$ cat src/rtl/mem_bus_pkg.sv
// rtl/mem_bus_pkg.sv - shared bus widths and FSM state encoding for mem_interconnect
package mem_bus_pkg;

   localparam int MEM_ADDR_W = 32;
   localparam int MEM_DATA_W = 32;
   localparam int MEM_MASK_W = 4;

   typedef enum logic [1:0] {
      ST_IDLE   = 2'd0,
      ST_ACCESS = 2'd1,
      ST_DONE   = 2'd2
   } mem_state_e;

endpackage

$ cat src/rtl/mem_decoder.sv
// rtl/mem_decoder.sv - combinational address decoder, lowest matching slave index wins
module mem_decoder
   import mem_bus_pkg::*;
#(
   parameter int                               NUM_SLAVES = 5,
   parameter logic [NUM_SLAVES*MEM_ADDR_W-1:0] SLAVE_BASE = '0,
   parameter logic [NUM_SLAVES*MEM_ADDR_W-1:0] SLAVE_MASK = '0,
   parameter int                               IDX_W      = 3
) (
   input  logic [MEM_ADDR_W-1:0] addr_i,
   output logic                  hit_o,
   output logic [IDX_W-1:0]      idx_o
);

   always_comb begin
      hit_o = 1'b0;
      idx_o = '0;
      // Scan downward so the lowest matching index is the one left standing.
      for (int i = NUM_SLAVES - 1; i >= 0; i--) begin
         if ((addr_i & SLAVE_MASK[i*MEM_ADDR_W +: MEM_ADDR_W]) ==
             SLAVE_BASE[i*MEM_ADDR_W +: MEM_ADDR_W]) begin
            hit_o = 1'b1;
            idx_o = IDX_W'(i);
         end
      end
   end

endmodule

$ cat src/rtl/mem_interconnect.sv
// rtl/mem_interconnect.sv - single-master to N-slave memory interconnect with address decode
// Define BUS_TIMEOUT_EN to fault an ACCESS that waits TIMEOUT_CYCLES without slave ready.
module mem_interconnect
   import mem_bus_pkg::*;
#(
   parameter int                               NUM_SLAVES     = 5,
   parameter logic [NUM_SLAVES*MEM_ADDR_W-1:0] SLAVE_BASE     = {32'h01000000, 32'h00030000,
                                                                 32'h00020000, 32'h00010000,
                                                                 32'h00000000},
   parameter logic [NUM_SLAVES*MEM_ADDR_W-1:0] SLAVE_MASK     = {32'hFF000000, 32'hFFFFFFF0,
                                                                 32'hFFFFFFF0, 32'hFFFFFFFC,
                                                                 32'hFFFF0000},
   parameter int                               TIMEOUT_CYCLES = 255
) (
   input  logic                             clk,
   input  logic                             reset,
   input  logic [MEM_ADDR_W-1:0]            address_in,
   input  logic                             read_in,
   input  logic                             write_in,
   input  logic [MEM_MASK_W-1:0]            write_mask_in,
   input  logic [MEM_DATA_W-1:0]            write_value_in,
   output logic [MEM_DATA_W-1:0]            read_value_out,
   output logic                             ready_out,
   output logic                             fault_out,
   output logic [MEM_ADDR_W-1:0]            address_out,
   output logic [MEM_DATA_W-1:0]            write_value_out,
   output logic [MEM_MASK_W-1:0]            write_mask_out,
   output logic                             read_out,
   output logic [NUM_SLAVES-1:0]            sel_out,
   input  logic [NUM_SLAVES*MEM_DATA_W-1:0] slave_read_value_in,
   input  logic [NUM_SLAVES-1:0]            slave_ready_in
);

   localparam int IDX_W = (NUM_SLAVES > 1) ? $clog2(NUM_SLAVES) : 1;

   mem_state_e            state_q, state_d;
   logic [IDX_W-1:0]      idx_q, idx_d;
   logic [MEM_DATA_W-1:0] rdata_q, rdata_d;
   logic                  fault_q, fault_d;

   logic                  req;
   logic                  in_access;
   logic                  dec_hit;
   logic [IDX_W-1:0]      dec_idx;
   logic                  slv_ready;
   logic [MEM_DATA_W-1:0] slv_rdata;
   logic                  timeout;

   mem_decoder #(
      .NUM_SLAVES (NUM_SLAVES),
      .SLAVE_BASE (SLAVE_BASE),
      .SLAVE_MASK (SLAVE_MASK),
      .IDX_W      (IDX_W)
   ) u_decoder (
      .addr_i (address_in),
      .hit_o  (dec_hit),
      .idx_o  (dec_idx)
   );

   assign req             = read_in | write_in;
   assign in_access       = (state_q == ST_ACCESS);
   assign address_out     = address_in;
   assign write_value_out = write_value_in;

   // Only the latched slave is visible; other slaves' ready and data are ignored.
   always_comb begin
      sel_out   = '0;
      slv_ready = 1'b0;
      slv_rdata = '0;
      for (int i = 0; i < NUM_SLAVES; i++) begin
         if (idx_q == IDX_W'(i)) begin
            sel_out[i] = in_access;
            slv_ready  = slave_ready_in[i];
            slv_rdata  = slave_read_value_in[i*MEM_DATA_W +: MEM_DATA_W];
         end
      end
   end

   assign read_out       = in_access & read_in;
   assign write_mask_out = (in_access && write_in) ? write_mask_in : '0;
   assign ready_out      = (state_q == ST_DONE);
   assign fault_out      = ready_out & fault_q;
   assign read_value_out = ready_out ? rdata_q : '0;

`ifdef BUS_TIMEOUT_EN
   localparam int              CNT_W    = $clog2(TIMEOUT_CYCLES + 1);
   localparam logic [CNT_W-1:0] CNT_LAST = CNT_W'(TIMEOUT_CYCLES - 1);

   logic [CNT_W-1:0] cnt_q, cnt_d;

   assign timeout = (cnt_q == CNT_LAST);

   always_comb begin
      cnt_d = cnt_q;
      if (state_q == ST_IDLE && req && dec_hit) begin
         cnt_d = '0;
      end else if (in_access && !slv_ready) begin
         cnt_d = cnt_q + CNT_W'(1);
      end
   end

   always_ff @(posedge clk or posedge reset) begin
      if (reset) begin
         cnt_q <= '0;
      end else begin
         cnt_q <= cnt_d;
      end
   end
`else
   assign timeout = 1'b0;
`endif

   always_comb begin
      state_d = state_q;
      idx_d   = idx_q;
      rdata_d = rdata_q;
      fault_d = fault_q;
      case (state_q)
         ST_IDLE: begin
            if (req) begin
               if (dec_hit) begin
                  idx_d   = dec_idx;
                  state_d = ST_ACCESS;
               end else begin
                  rdata_d = '0;
                  fault_d = 1'b1;
                  state_d = ST_DONE;
               end
            end
         end
         ST_ACCESS: begin
            // Slave ready takes priority over a timeout expiring in the same cycle.
            if (slv_ready) begin
               rdata_d = slv_rdata;
               fault_d = 1'b0;
               state_d = ST_DONE;
            end else if (timeout) begin
               rdata_d = '0;
               fault_d = 1'b1;
               state_d = ST_DONE;
            end
         end
         ST_DONE: state_d = ST_IDLE;
         default: state_d = ST_IDLE;
      endcase
   end

   always_ff @(posedge clk or posedge reset) begin
      if (reset) begin
         state_q <= ST_IDLE;
         idx_q   <= '0;
         rdata_q <= '0;
         fault_q <= 1'b0;
      end else begin
         state_q <= state_d;
         idx_q   <= idx_d;
         rdata_q <= rdata_d;
         fault_q <= fault_d;
      end
   end

endmodule

$ cat config.mk
export PLATFORM = sky130hd
export DESIGN_NAME = mem_interconnect
export DESIGN_NICKNAME = d
export VERILOG_FILES = /design/src/rtl/mem_bus_pkg.sv /design/src/rtl/mem_decoder.sv /design/src/rtl/mem_interconnect.sv
export SDC_FILE = /design/constraint.sdc
export NUM_CORES = 1
export LEC_CHECK = 0
export ABC_AREA = 0
export CORE_AREA = 3 3 132 134
export CTS_CLUSTER_DIAMETER = 100
export CTS_CLUSTER_SIZE = 8
export DETAILED_ROUTE_END_ITERATION = 7
export DIE_AREA = 0 0 135 137
export GPL_TIMING_DRIVEN = 0
export PLACE_DENSITY = 0.64
export SYNTH_ARGS = -nofsm -noshare
export SYNTH_HDL_FRONTEND = slang
export SYNTH_SLANG_ARGS = --single-unit
$ cat constraint.sdc
create_clock -name clk -period 4.9 [get_ports clk]
set_clock_uncertainty 0.15 [all_clocks]
set_input_delay 0.98 -clock clk [delete_from_list [all_inputs] [get_ports clk]]
set_output_delay 0.98 -clock clk [all_outputs]
set_load 0.01 [all_outputs]
; After elaboration in Yosys (flattened, before gate mapping)
; Cells that the tools add are included.
[classes]
mul = 0
eq_ne = 13
bitwise_logic = 3
magnitude_cmp = 0
n_addsub = 0
reduce_logical = 8
shifts = 0
div = 0
n_mux = 39
[ops]
columns = op, n
row1 = 2-to-1 mux 32 bit, 9
row2 = case mux 32 bit (2 select lines), 1
row3 = equality test 28 x 14 -> 1 bit (second input constant), 2
row4 = zero test 32 bit, 1
row5 = equality test 30 x 15 -> 1 bit (second input constant), 1
row6 = 2-to-1 mux 1 bit, 18
row7 = 2-to-1 mux 3 bit, 5
row8 = equality test 8 x 1 -> 1 bit (second input constant), 1
row9 = equality test 3 x 2 -> 1 bit (second input constant), 2
row10 = 2-to-1 mux 2 bit, 3
row11 = 2-to-1 mux 4 bit, 1
row12 = != test 2 bit (second input constant), 2
row13 = case mux 2 bit (2 select lines), 1
row14 = AND reduction 4 bit, 1
row15 = equality test 3 x 1 -> 1 bit (second input constant), 1
row16 = equality test 3 bit (second input constant), 1
row17 = zero test 3 bit, 1
row18 = AND reduction 3 bit, 1
row19 = bitwise AND 1 bit, 2
row20 = equality test 2 x 1 -> 1 bit (second input constant), 1
row21 = equality test 2 bit (second input constant), 1
row22 = zero test 2 bit, 1
row23 = != test 2 x 1 -> 1 bit (second input constant), 1
row24 = case mux 1 bit (2 select lines), 1
row25 = other kinds (4), 4
[word_totals]
memories = 0
mem_bits_rw = 0
latch_bits = 0
out_inout_bits = 108
ff_bits = 38
mem_bits_ro = 0

; Logic depth before layout (Yosys ltp)
[logic_depth]
ltp_word = 9
depth_mapped = 8
mapped_depth_nobuf = 5

; Cells and area by module
; Synthesis repeated with hierarchy kept, for this count alone.
[hier_totals]
hier_cells = 457
hier_area_um2 = 4021.4
[modules_own_cells]
columns = mod, area_per_inst_um2, instances, cells_per_inst
row1 = mem_interconnect, 3866.2, 1, 436
row2 = mem_decoder, 155.1, 1, 21

; Least setup slack after synthesis
; Ideal clock, no wire load.
[synth_path]
path_type = input port to flip-flop
startpoint = input port address_in[27]
endpoint = register idx_q[0]
cell_stages = 6
arrival_ns = 2.369
required_time_ns = 4.625
path_buffers = 1
setup_ns = 0.125
setup_slack_ns = 2.256
cell_sequence = nor4_4 nand4_1 o32ai_2 buf_4 nand2_2 mux2_4
[synth_between]
elab_chain_cells = 7
[synth_lines]
columns = element, line_no
row1 = start: declaration, mem_interconnect.sv:17  ; input logic [MEM_ADDR_W-1:0] address_in,
row2 = equality test 8 x 1 -> 1 bit, mem_decoder.sv:20  ; if ((addr_i & SLAVE_MASK[i*MEM_ADDR_W +: MEM_ADDR_W]) ==
row3 = 2-to-1 mux 1 bit (5 in series), mem_decoder.sv:20
row4 = AND reduction 3 bit (no source line), --
row5 = end signal: assignment, mem_interconnect.sv:156  ; idx_q <= idx_d;
row6 = end: declaration, mem_interconnect.sv:37  ; logic [IDX_W-1:0] idx_q, idx_d;
; Several ways; a longest one is shown, not always the timed one.
; A chain may end at the register's enable or synchronous reset.

; Worst setup path in the final report
[layout_path]
startpoint = register idx_q[1]
endpoint = output port sel_out[4]
[layout_between]
elab_chain_cells = 2
[layout_lines]
columns = element, line_no
row1 = equality test 3 bit, mem_interconnect.sv:71  ; if (idx_q == IDX_W'(i)) begin
row2 = 2-to-1 mux 1 bit, mem_interconnect.sv:71
row3 = end: declaration, mem_interconnect.sv:29  ; output logic [NUM_SLAVES-1:0] sel_out,
; No other way between the ends.

==> metrics.md <==
| Metric | Value |
|---|---|
| Hold Buf Count CTS | 0 |
| Filler cells | 1587 |
| Hold crit path type | reg2reg |
| Slowest CP cell | nor3b_2 |
| Max IR drop VDD | 0.1018 mV |
| Vias | 4213 |
| Total CTS buffers | 5 |
| Area share of the largest cell type after synthesis | 25.85% |
| Critical path fanouts, max | 10 |
| DRT antenna net count | 0 |
| First-pass GRT wire length | 24220 um |
| Mapped Avg Cell Area | 10.45 um^2 |
| Tcrit/Tclk final | 76.63% |
| Unrepaired setup endpoints after global routing | false |
| CTS tree | yes |
| Top Ports | 345 |
| Total global routing overflow | 0 |
| Cell Chain, Critical Path | buf_2, nor3b_2, clkbuf_1, and2_1, clkdlybuf4s50_1 |
| # DRC | 0 |
| Leakage | 0.002795 uW |
| FF+latch area | 950.9 um^2 |
| Post-synthesis sequential area ratio | 25.85% |
| Antenna violations before repair | 0 |
| FF+latch count, synth | 38 |
| Detailed Route WL | 16540 um |
| Gate count of the mapped netlist | 352 |
| GRT Util Overall | 16.68% |
| CTS clk-pin slew, worst paths | 0.06 ns |
| Tmin final | 3.755 ns |
| Layout area overhead | 95.85% |
| Commonest non-fill, non-tap cell in the layout | clkdlybuf4s50_1 |
| CP delay by family, top | buffers and inverters |
| Slew Viols, Final | 0 |
| Area after DPL | 7057 um^2 |
| Post-synthesis cell area | 3679 um^2 |
| Crit path required time | 3.77 ns |
| Net Count, Synth | 589 |
| WL per Instance | 18.58 um |
| Detail Placement HPWL | 13890 um |
| WS Path Type | reg2out |
| Die X | 135 um |
| Worst-Margin Slew | 0.8300 ns |
| CP endpoint kind | output pin |
| Most frequent cells in the layout | 310 x clkdlybuf4s50_1, 69 x buf_4, 38 x dfrtp_1 |
| Share of layout cells above drive strength 1 | 20.60% |
| N_diodes | 0 |
| Max Freq | 266.3 MHz |
| Row cnt | 47 |
| Vias per cell | 4.734 |
| MaxCap Viol Count | 0 |
| Pre-antenna DRT Iters | 4 |
| Final Net Count | 906 |
| Clk buf depth | 2 |
| Synth area leaders | dfrtp_1 26%, mux4_2 20%, buf_4 14%, a22oi_1 6.5%, and2_1 6.0% |
| Detailed Route Iter0 Violations | 144 |
| H-Tree Depth | 2 |
| Die Area | 18500 um^2 |
| CORE AREA | 16410 um^2 |
| # resized after CTS | 0 |
| Final core utilization | 43.91% |
| Area leader, netlist | dfrtp_1 |
| GP Congestion | 0.8345 |
| Relative slew slack | 44.58% |
| Post-route cell area | 7204 um^2 |
| # setup viols final | 0 |
| Vias in the first global route | 4486 |
| Post-CTS setup repair buffer count | 0 |
| Clock Sink Count | 38 |
| Total chip power | 1108 uW |
| Multi-input logic area | 2034 um^2 |
| Critical path buffers and inverters | 3 |
| Hold Vio Cnt, Final | 0 |
| Initial Util | 22.42% |
| Largest net degree at the start of global routing | 39 |
| Critical Path Max Stage Delay | 0.57 ns |
| Power density over the cells | 153.8 nW/um^2 |
| Worst skew pair latency | 0.28 ns |
| Die Y | 137 um |
| Outcome | complete, no violations |
| Arrival @ worst endpoint | 2.63 ns |
| Reg2reg setup slack | 2.37 ns |
| Critical Path Source Type | flop |
| Synth cell types | 38 |
| Warnings from Yosys | 0 |
| Root Buffer | clkbuf_16 |
| TNS Setup | 0 ns |
| IO buf count | 310 |
## where the power goes
part | switching, uW | internal [uW] | leakage, uW
Combinational | 172 | 290 | 0.00221
Clock | 125 | 202 | 0.0000739
Sequential | 2.40 | 317 | 0.000514
Total | 299 | 809 | 0.00279
## cell families after synthesis
logic type	Yosys count	synth area share, %
compound gates	103	21.67
mux	36	21.16
buf+inv	102	18.84
flops	38	25.85
simple gates	73	12.48
## state kept, by name, indices dropped and copies added (netlist names)
register and count:
fault_q 1, idx_q 3, rdata_q 32, state_q 2
## Yosys cell counts (all sizes together)
library cell / n
a221o: 1
a22oi: 32
a2bb2oi: 1
a31oi: 1
and2: 35
and3: 6
buf: 81
clkbuf: 18
dfrtp: 38
inv: 3
mux2: 1
mux2i: 2
mux4: 33
nand2: 4
nand2b: 1
nand3: 2
nand3b: 1
nand4: 1
nor2: 9
nor2b: 3
nor3: 1
nor3b: 2
nor4: 8
o21ai: 34
o21bai: 1
o32ai: 1
o41ai: 32
## tightest hold or removal path, cell delays in order (launching register included)
cell and delay [ns]:
dfrtp_1 0.33, o21ai_1 0.06, o41ai_1 0.05
## area by class of cell
type                       instances  area share (%)
buffer                            99           9.465
clock buffer                       7           1.980
clock inverter                     1         0.06947
inverter                           3          0.1563
multi-input combinational        212           28.24
sequential                        38           13.20
tap                              220           3.821
timing repair buffer             310           43.07
## final timing paths
kind / from / endpoint / depth (start not counted)
worst min-delay path: rdata_q[8] / rdata_q[8] / 2
worst min register to register: rdata_q[8] / rdata_q[8] / 2
worst max-delay path: idx_q[1] / sel_out[4] / 5
worst max register to register: idx_q[1] / rdata_q[26] / 7
min in group asynchronous: reset / rdata_q[21] / 2
max in group asynchronous: reset / rdata_q[7] / 2
## per-stage QoR
step | cells | hold WS [ns] | worst slack [ns]
CTS | 890 | 0.3305 | 1.032
global placement | 882 | 0.3081 | 1.351
finish | 890 | 0.3252 | 1.145
detailed placement | 882 | 0.3171 | 1.343
floorplan | 352 | 0.2927 | 2.256
global route | 890 | 0.3605 | 0.9489
## per-layer routing
metal / GRT usage (%) / vias up / routed length, um
li1: - / 1944 / -
met1: 19.65 / 2038 / 6296
met2: 31.41 / 214 / 8901
met3: 3.125 / 17 / 1127
met4: 3.695 / 0 / 212
met5: 0 / - / 0
No activity file was read; power rests on OpenSTA's default activity.
